===== config.mk =====
export PLATFORM = sky130hd
export DESIGN_NAME = uart_tx_drain
export DESIGN_NICKNAME = d
export VERILOG_FILES = /design/src/rtl/uart_tx_pkg.sv /design/src/rtl/uart_baud_gen.sv /design/src/rtl/uart_tx_drain.sv
export SDC_FILE = /design/constraint.sdc
export NUM_CORES = 1
export LEC_CHECK = 0
export BUFFER_PORTS_ARGS = -buffer_cell sky130_fd_sc_hd__buf_2
export CAP_MARGIN = 20
export CORE_MARGIN = 5
export CORE_UTILIZATION = 40
export CTS_CLUSTER_SIZE = 40
export DETAILED_ROUTE_END_ITERATION = 7
export PLACE_DENSITY_LB_ADDON = 0.25
export SKIP_LAST_GASP = 1
export SLEW_MARGIN = 15
export SYNTH_ARGS = -nofsm -noshare
export SYNTH_HDL_FRONTEND = slang
export SYNTH_HIERARCHICAL = 1
export SYNTH_SLANG_ARGS = --single-unit

===== constraint.sdc =====
create_clock -name clk -period 5.8 [get_ports clk]
set_clock_uncertainty 0.2 [all_clocks]
set_input_delay 0.58 -clock clk [delete_from_list [all_inputs] [get_ports clk]]
set_output_delay 0.58 -clock clk [all_outputs]
set_load 0.01 [all_outputs]

===== src/rtl/uart_tx_pkg.sv =====
// Shared types and constants for the FIFO-draining UART transmitter.
// Holds the frame FSM state encoding, the default bit period and the parity mode.
package uart_tx_pkg;

    typedef enum logic [2:0] {
        ST_IDLE   = 3'd0,
        ST_FETCH  = 3'd1,
        ST_LOAD   = 3'd2,
        ST_START  = 3'd3,
        ST_DATA   = 3'd4,
        ST_PARITY = 3'd5,
        ST_STOP   = 3'd6
    } tx_state_e;

    localparam int unsigned DEFAULT_CLKS_PER_BIT = 16;

    localparam bit PARITY_NONE = 1'b0;
    localparam bit PARITY_EVEN = 1'b1;

    function automatic logic even_parity(input logic [7:0] data);
        return ^data;
    endfunction

endpackage


===== src/rtl/uart_baud_gen.sv =====
// Bit-period counter: counts clk cycles within one serial bit and flags the last one.
// A clear restarts the period so every FSM state gets a full bit time.
module uart_baud_gen
    import uart_tx_pkg::*;
#(
    parameter int unsigned CLKS_PER_BIT = DEFAULT_CLKS_PER_BIT
) (
    input  logic clk,
    input  logic rst,
    input  logic clear,
    output logic bit_tick
);

    localparam logic [15:0] TERMINAL = 16'(CLKS_PER_BIT - 1);

    logic [15:0] cnt_r;
    logic [15:0] cnt_next_s;
    logic        tick_r;

    // Next count: restart on clear, wrap after the terminal count.
    always_comb begin
        cnt_next_s = cnt_r;
        if (clear) begin
            cnt_next_s = 16'd0;
        end else if (cnt_r == TERMINAL) begin
            cnt_next_s = 16'd0;
        end else begin
            cnt_next_s = cnt_r + 16'd1;
        end
    end

    // Count register; the tick is registered alongside it so it mirrors cnt_r == TERMINAL.
    always_ff @(posedge clk) begin
        if (rst) begin
            cnt_r  <= 16'd0;
            tick_r <= 1'b0;
        end else begin
            cnt_r  <= cnt_next_s;
            tick_r <= (cnt_next_s == TERMINAL);
        end
    end

    assign bit_tick = tick_r;

endmodule


===== src/rtl/uart_tx_drain.sv =====
// UART transmitter that pulls bytes from an upstream FIFO and sends 8N1 (or 8E1) frames.
// Reads honour the FIFO's write-over-read priority by retrying the fetch.
module uart_tx_drain
    import uart_tx_pkg::*;
#(
    parameter int unsigned CLKS_PER_BIT = DEFAULT_CLKS_PER_BIT,
    parameter bit          PARITY_EN    = PARITY_NONE
) (
    input  logic       clk,
    input  logic       rst,
    input  logic       tx_en,
    input  logic       fifo_empty,
    input  logic       fifo_full,
    input  logic       fifo_wr,
    input  logic [7:0] fifo_dout,
    output logic       fifo_rd,
    output logic       tx,
    output logic       busy,
    output logic       byte_done
);

    tx_state_e  state_r;
    tx_state_e  state_next_s;
    logic [7:0] shift_r;
    logic [7:0] shift_next_s;
    logic       parity_r;
    logic       parity_next_s;
    logic [2:0] bit_idx_r;
    logic [2:0] bit_idx_next_s;
    logic       tx_r;
    logic       tx_next_s;
    logic       fifo_rd_r;
    logic       busy_r;
    logic       bit_tick_s;
    logic       read_ok_s;
    logic       baud_clear_s;

    // A simultaneous non-blocked write wins inside the FIFO, so our read is dropped.
    assign read_ok_s    = fifo_rd_r && !fifo_empty && !(fifo_wr && !fifo_full);
    assign baud_clear_s = (state_next_s != state_r);

    uart_baud_gen #(
        .CLKS_PER_BIT(CLKS_PER_BIT)
    ) u_baud_gen (
        .clk      (clk),
        .rst      (rst),
        .clear    (baud_clear_s),
        .bit_tick (bit_tick_s)
    );

    // Frame sequencing and datapath next-state.
    always_comb begin
        state_next_s   = state_r;
        shift_next_s   = shift_r;
        parity_next_s  = parity_r;
        bit_idx_next_s = bit_idx_r;
        case (state_r)
            ST_IDLE: begin
                if (tx_en && !fifo_empty) begin
                    state_next_s = ST_FETCH;
                end else begin
                    state_next_s = ST_IDLE;
                end
            end
            ST_FETCH: begin
                if (read_ok_s) begin
                    state_next_s = ST_LOAD;
                end else begin
                    state_next_s = ST_FETCH;
                end
            end
            ST_LOAD: begin
                shift_next_s   = fifo_dout;
                parity_next_s  = even_parity(fifo_dout);
                bit_idx_next_s = 3'd0;
                state_next_s   = ST_START;
            end
            ST_START: begin
                if (bit_tick_s) begin
                    state_next_s = ST_DATA;
                end else begin
                    state_next_s = ST_START;
                end
            end
            ST_DATA: begin
                if (bit_tick_s) begin
                    shift_next_s   = {1'b0, shift_r[7:1]};
                    bit_idx_next_s = bit_idx_r + 3'd1;
                    if (bit_idx_r == 3'd7) begin
                        state_next_s = PARITY_EN ? ST_PARITY : ST_STOP;
                    end else begin
                        state_next_s = ST_DATA;
                    end
                end else begin
                    state_next_s = ST_DATA;
                end
            end
            ST_PARITY: begin
                if (bit_tick_s) begin
                    state_next_s = ST_STOP;
                end else begin
                    state_next_s = ST_PARITY;
                end
            end
            ST_STOP: begin
                if (bit_tick_s) begin
                    state_next_s = ST_IDLE;
                end else begin
                    state_next_s = ST_STOP;
                end
            end
            default: begin
                state_next_s = ST_IDLE;
            end
        endcase
    end

    // Line level for the upcoming cycle, so tx can be driven straight from a flop.
    always_comb begin
        tx_next_s = 1'b1;
        case (state_next_s)
            ST_START:  tx_next_s = 1'b0;
            ST_DATA:   tx_next_s = shift_next_s[0];
            ST_PARITY: tx_next_s = parity_next_s;
            default:   tx_next_s = 1'b1;
        endcase
    end

    // State, datapath and registered outputs.
    always_ff @(posedge clk) begin
        if (rst) begin
            state_r   <= ST_IDLE;
            shift_r   <= 8'd0;
            parity_r  <= 1'b0;
            bit_idx_r <= 3'd0;
            tx_r      <= 1'b1;
            fifo_rd_r <= 1'b0;
            busy_r    <= 1'b0;
        end else begin
            state_r   <= state_next_s;
            shift_r   <= shift_next_s;
            parity_r  <= parity_next_s;
            bit_idx_r <= bit_idx_next_s;
            tx_r      <= tx_next_s;
            fifo_rd_r <= (state_next_s == ST_FETCH);
            busy_r    <= (state_next_s != ST_IDLE);
        end
    end

    assign fifo_rd   = fifo_rd_r;
    assign tx        = tx_r;
    assign busy      = busy_r;
    assign byte_done = (state_r == ST_STOP) && bit_tick_s;

endmodule


==> results of run 1 <==
==> report_power, final <==
part | leakage [nW] | internal (W) | total (W) | switching (W)
clock | 0.0581 | 0.000128 | 0.000221 | 0.0000926
combinational | 0.394 | 0.0000193 | 0.0000425 | 0.0000231
sequential | 0.283 | 0.000245 | 0.000250 | 0.00000570
total | 0.735 | 0.000392 | 0.000513 | 0.000121
==> through the flow <==
stage	setup WS [ps]	hold slack [ps]	power, W
2_1_floorplan	3600	236	0.000286
3_3_place_gp	3300	243	0.000297
3_5_place_dp	3250	247	0.000297
4_1_cts	3310	258	0.000522
5_1_grt	3070	273	0.000540
6_report	3300	256	0.000513
==> area by class of cell <==
cell class	instances	area (µm²)	share of cell area, %
Tap cell	67	83.8	3.93
Multi-Input combinational cell	168	1120	52.7
Clock inverter	3	43.8	2.06
Inverter	4	15.0	0.705
Clock buffer	5	68.8	3.23
Timing Repair Buffer	18	96.3	4.52
Sequential cell	35	701	32.9
==> kinds of logic after synthesis <==
| family | after synthesis | share of synthesized area, % |
|---|---|---|
| compound gates | 46 | 17.0 |
| xor+xnor | 22 | 9.94 |
| fa+ha+maj | 3 | 1.94 |
| buf+inv | 17 | 5.94 |
| flops | 35 | 36.2 |
| mux | 2 | 1.03 |
| simple gates | 95 | 28.0 |
==> layout by cell type, fill, tap and decap left out, types with 2 or more instances in the layout <==
| master | instances |
|---|---|
| dfxtp_1 | 35 |
| nor2_1 | 24 |
| buf_2 | 17 |
| nand2_1 | 15 |
| xnor2_1 | 14 |
| a21oi_1 | 13 |
| nor2_2 | 11 |
| nand3_1 | 10 |
| a22oi_1 | 9 |
| xor2_1 | 8 |
| o21ai_0 | 6 |
| nor3_1 | 6 |
| nor2b_1 | 5 |
| clkbuf_8 | 5 |
| inv_1 | 4 |
| nor4_1 | 4 |
| ha_1 | 3 |
| nand4_1 | 3 |
| or3_1 | 3 |
| o21bai_1 | 2 |
| mux2i_1 | 2 |
| o21a_1 | 2 |
| nor3b_1 | 2 |
| a21boi_0 | 2 |
==> critical path: stages, from the launching register on <==
cell,delay (ps)
dfxtp_1,690
nor4_1,150
o32ai_1,560
o21bai_1,160
nor2_1,210
o41ai_4,180
buf_6,200
nor2_2,90
==> worst max-delay path by stage <==
stage,end,cells after the start
after floorplan,u_baud_gen/cnt_r[14],8
after global placement,u_baud_gen/cnt_r[4],8
after detailed placement,u_baud_gen/cnt_r[4],8
after CTS,u_baud_gen/cnt_r[4],6
after global routing,u_baud_gen/cnt_r[3],10
final,u_baud_gen/cnt_r[11],7
==> registers in the layout, indices dropped and copies added (netlist names) <==
name / flops
bit_idx_r: 3
u_baud_gen/bit_tick: 1
parity_r: 1
state_r: 3
busy: 1
u_baud_gen/cnt_r: 16
tx: 1
fifo_rd: 1
shift_r: 8
==> routing by layer <==
| layer | track usage (%) | vias to the layer above | part of all wire, % |
|---|---|---|---|
| met1 | 15.8 | 712 | 50 |
| li1 | - | 800 | - |
| met2 | 19.4 | 16 | 47 |
| met3 | 4.06 | 4 | 2.7 |
| met5 | 0 | - | 0 |
| met4 | 3.61 | 0 | 0.82 |
==> reports/results.ini, run 1 <==
[run_status]
status = completed

[cts]
clk_latency_ps = 280
postCtsSetupRepairBufs = 0
htree_levels = 2
clockRootBuffer = clkbuf_8
clkSinkCount = 35
postCtsHoldBufs = 0
cts_buffer_depth = 2
cts_tree = done
clkTransAtPathRegs_ps = 80
cts_buffers = 5
cts_resized = 0

[global_routing]
grtUsageTotal_pct = 12.3
overflow = 0
grt_pass1_vias = 1373
grt_pass1_wl_um = 6220
grt_max_degree = 21
antenna_found_initial = 0

[timing]
rsz0062_at_grt = false
slew_headroom_pct = 60.1
drv_slew = 0
tns_ps = 0
worstMarginPinSlew_ps = 597
min_period_ps = 2500
hold_violations = 0
fmax_ghz = 0.400
setup-violations-final = 0
finalCritPeriodShare_pct = 43.1

[placed_design]
dp_hpwl_um = 2560
place_inst = 291
place_congestion = 0.808
dpl-instance-area_mm2 = 0.00201
port_buffers = 17

[power]
power_density_mw_per_mm2 = 241
peakVddDrop_mv = 0.197
power_leakage_nw = 0.735

[critical_path]
crit_start = state_r[2]
setup.worst_path.class = reg2reg
crit_arrival_ps = 2520
required_ps = 5820
r2r_slack_ps = 3300
r2r_end = u_baud_gen/cnt_r[11]
end_kind = flop
startpoint_type = flop
r2r_start = state_r[2]
crit_fanout = 16
r2r.worst_path.cells = 7

[synth]
ys.flop_type = dfxtp_1
synth_edf_count = 0
syn_avg_cell_area_um2 = 8.81
async_reset_ff_share_pct = 0
syn_area_mm2 = 0.00194
yosysTopAreaCell = dfxtp_1
yosys.cell_count.top_type = dfxtp_1
synth_seq_cells = 35
yosys_warnings = 6
synthDistinctLibCells = 50
ys_seq_area_share_pct = 36.2
netlist_top_cells_area = dfxtp_1 (36%), xnor2_1 (6.3%), nor2_1 (4.6%)
synth_top_area_share_pct = 36.2
postSynthCellCount = 220
synthTopCellsByCount = dfxtp_1 (35), nor2_1 (24), nand2_1 (15), xnor2_1 (14), a21oi_1 (13)
syn-num-nets = 237

[finish]
fin_area_mm2 = 0.00213
fillerInstances = 477
diodes = 0
syn_to_final_growth_pct = 9.94
fin_util_pct = 45.1
drive_gt1_share_pct = 21.0
final_cell_count_no_fill = 300
final_nets = 249

[floorplan]
rows = 25
die-area_mm2 = 0.00634
coreArea_mm2 = 0.00472
die_height_um = 79.6
initial_core_util_pct = 41.0
die_w_um = 79.6
io_pins = 18

[min_path]
worstHoldStart = shift_r[4]
whs_path_depth = 2
holdCritPathClass = reg2reg
hold_end = shift_r[4]

[route]
antenna_left = 0
dr.pass1.iters = 4
via_count = 1532
via_per_inst = 5.11
drt_iter0_markers = 52
wire_per_inst_um = 12.2
drc = 0
wirelength_um = 3660

[job]
cap_violations = 0

Note: power is estimated with default switching activity, not from simulation.
==> run 2, diff against run 1 <==
==> constraint.sdc (replaced) <==
create_clock -name clk -period 2 [get_ports clk]
set_clock_uncertainty 0.2 [all_clocks]
set_input_delay 0.2 -clock clk [delete_from_list [all_inputs] [get_ports clk]]
set_output_delay 0.2 -clock clk [all_outputs]
set_load 0.01 [all_outputs]
==> run 2 against run 1 <==
Against the previous run: the flow now finishes with violations (setup timing); largest cell class unchanged; critical path depth rose by 3; count of clock-buffer cells in the layout is the same; critical path type unchanged; highest routed layer unchanged; sequential share of layout area fell by 5.0 points.
==> reports/results.ini, run 2 (same netlist as run 1, synthesis figures left out) <==
[power]
power_leakage_nw = 0.899
p_clk_share_pct = 45.9
p_int_w = 0.00129
switching_power_w = 0.000367
peakVddDrop_mv = 0.443
p_comb_share_pct = 10.9
pwr-share-seq_pct = 43.2
power_density_mw_per_mm2 = 657
power.share.switching_pct = 22.1
finalPower_w = 0.00166

[cts]
clockRootBuffer = clkbuf_8
htree_levels = 2
clk_latency_ps = 280
cts_buffer_depth = 2
cts_tree = done
cts_buffers = 5
clkSinkCount = 35
clkTransAtPathRegs_ps = 80

[global_routing]
overflow = 0
antenna_found_initial = 0
grt_pass1_wl_um = 6970
grtUsageTotal_pct = 13.6
grt_max_degree = 21
grt_pass1_vias = 1561

[floorplan]
die_height_um = 79.6
rows = 25
io_pins = 18
coreArea_mm2 = 0.00472
initial_core_util_pct = 41.0
die-area_mm2 = 0.00634
die_w_um = 79.6

[finish]
drive_gt1_share_pct = 35.2
layout_common_cells = dfxtp_1 (33), buf_4 (27), nor2_1 (18)
top_register = u_baud_gen/cnt_r
fin_util_pct = 53.5
final_nets = 277
fin_area_mm2 = 0.00252
layout_commonest_cell = dfxtp_1
fillerInstances = 462
syn_to_final_growth_pct = 30.3
largestRegisters = u_baud_gen/cnt_r x16, shift_r x8
largest_reg_flops = 16
diodes = 0

[critical_path]
crit_path_top_delay_cell = dfxtp_2
required_ps = 2010
crit_fanout = 8
r2r_slack_ps = -9
crit_arrival_ps = 2020
path_cells = ha_4 -> ha_4 -> nor2_4 -> nor2_2 -> o32ai_2 -> o21bai_2 -> nor2_2 -> o41ai_4 -> buf_12 -> a21oi_2
max_stage_delay_ps = 350
startpoint_type = flop
end_kind = flop
setup.worst_path.class = reg2reg

[route]
wire_per_inst_um = 12.8
via_count = 1630
dr.pass1.iters = 4
antenna_left = 0
via_per_inst = 4.97
drc = 0
wirelength_um = 4200
drt_iter0_markers = 60

[timing]
setup-violations-final = 1
min_period_ps = 2010
hold_violations = 0
slew_headroom_pct = 71.7
rsz0062_at_grt = true
worstMarginPinSlew_ps = 423
finalCritPeriodShare_pct = 100
fmax_ghz = 0.498
drv_slew = 0
setup_ws_ps = -9.06
tns_ps = -9.06

[placed_design]
dp_hpwl_um = 2910
place_congestion = 0.797
port_buffers = 17
dpl-instance-area_mm2 = 0.00223

[run_status]
status = complete, but fails checks
violations = setup timing

[job]
cap_violations = 0

[min_path]
holdCritPathClass = in2reg

==> run 2: area by class of cell <==
type                            count  area [µm²]  area share, %
Sequential cell                    35         703           27.8
Clock inverter                      3        67.6           2.68
Timing Repair Buffer               46         333           13.2
Inverter                            4        15.0          0.595
Multi-Input combinational cell    168        1250           49.7
Clock buffer                        5        68.8           2.73
Tap cell                           67        83.8           3.32
==> run 2: per-stage QoR <==
| stage | setup slack [ps] | hold WS (ps) | std cells |
|---|---|---|---|
| after global routing | -140 | 11.4 | 328 |
| after detailed placement | -257 | 248 | 316 |
| after CTS | -65.9 | 2.14 | 326 |
| after global placement | -164 | 244 | 316 |
| final | -9.06 | 7.17 | 328 |
| after floorplan | -5.80 | 87.9 | 220 |
==> run 2: repair_timing <==
action | CTS | global route
pin swaps | 4 | 5
setup buffers | 2 | 1
hold buffers | 0 | 0
resized for setup | 4 | 19
hold endpoints to repair | 0 | 0
cloned | 0 | 1
setup endpoints to repair | 16 | 16
==> run 2: worst max-delay path: cells and delay by family, from the launching register on <==
kind | cells | cell delay (ps)
AO/OA/AOI/OAI | 4 | 600
adder cells (fa/ha/maj) | 2 | 310
buffers and inverters | 1 | 190
flip-flops | 1 | 350
AND/OR/NAND/NOR | 3 | 290
==> run 2: per-layer routing <==
| metal | vias up | part of all wire (%) | track usage (%) |
|---|---|---|---|
| met2 | 19 | 49 | 23.0 |
| met5 | - | 0 | 0 |
| met1 | 752 | 47 | 16.8 |
| li1 | 853 | - | - |
| met3 | 6 | 2.8 | 3.72 |
| met4 | 0 | 1.3 | 3.78 |
==> run 2: path summary, 6_finish.rpt <==
check,startpoint,to,cells after the start
worst min register to register,shift_r[6],shift_r[6],2
worst max register to register,bit_idx_r[0],u_baud_gen/cnt_r[4],10
worst max-delay path,bit_idx_r[0],u_baud_gen/cnt_r[4],10
worst min-delay path,fifo_dout[7],shift_r[7],3
==> run 2: power by group through the flow <==
stage / Combinational [W] / Sequential, W / Clock, W
final: 0.000180 / 0.000716 / 0.000762
after global routing: 0.000196 / 0.000718 / 0.000822
after CTS: 0.000158 / 0.000716 / 0.000781
after detailed placement: 0.000145 / 0.000733 / 0
after global placement: 0.000146 / 0.000732 / 0
after floorplan: 0.0000931 / 0.000738 / 0
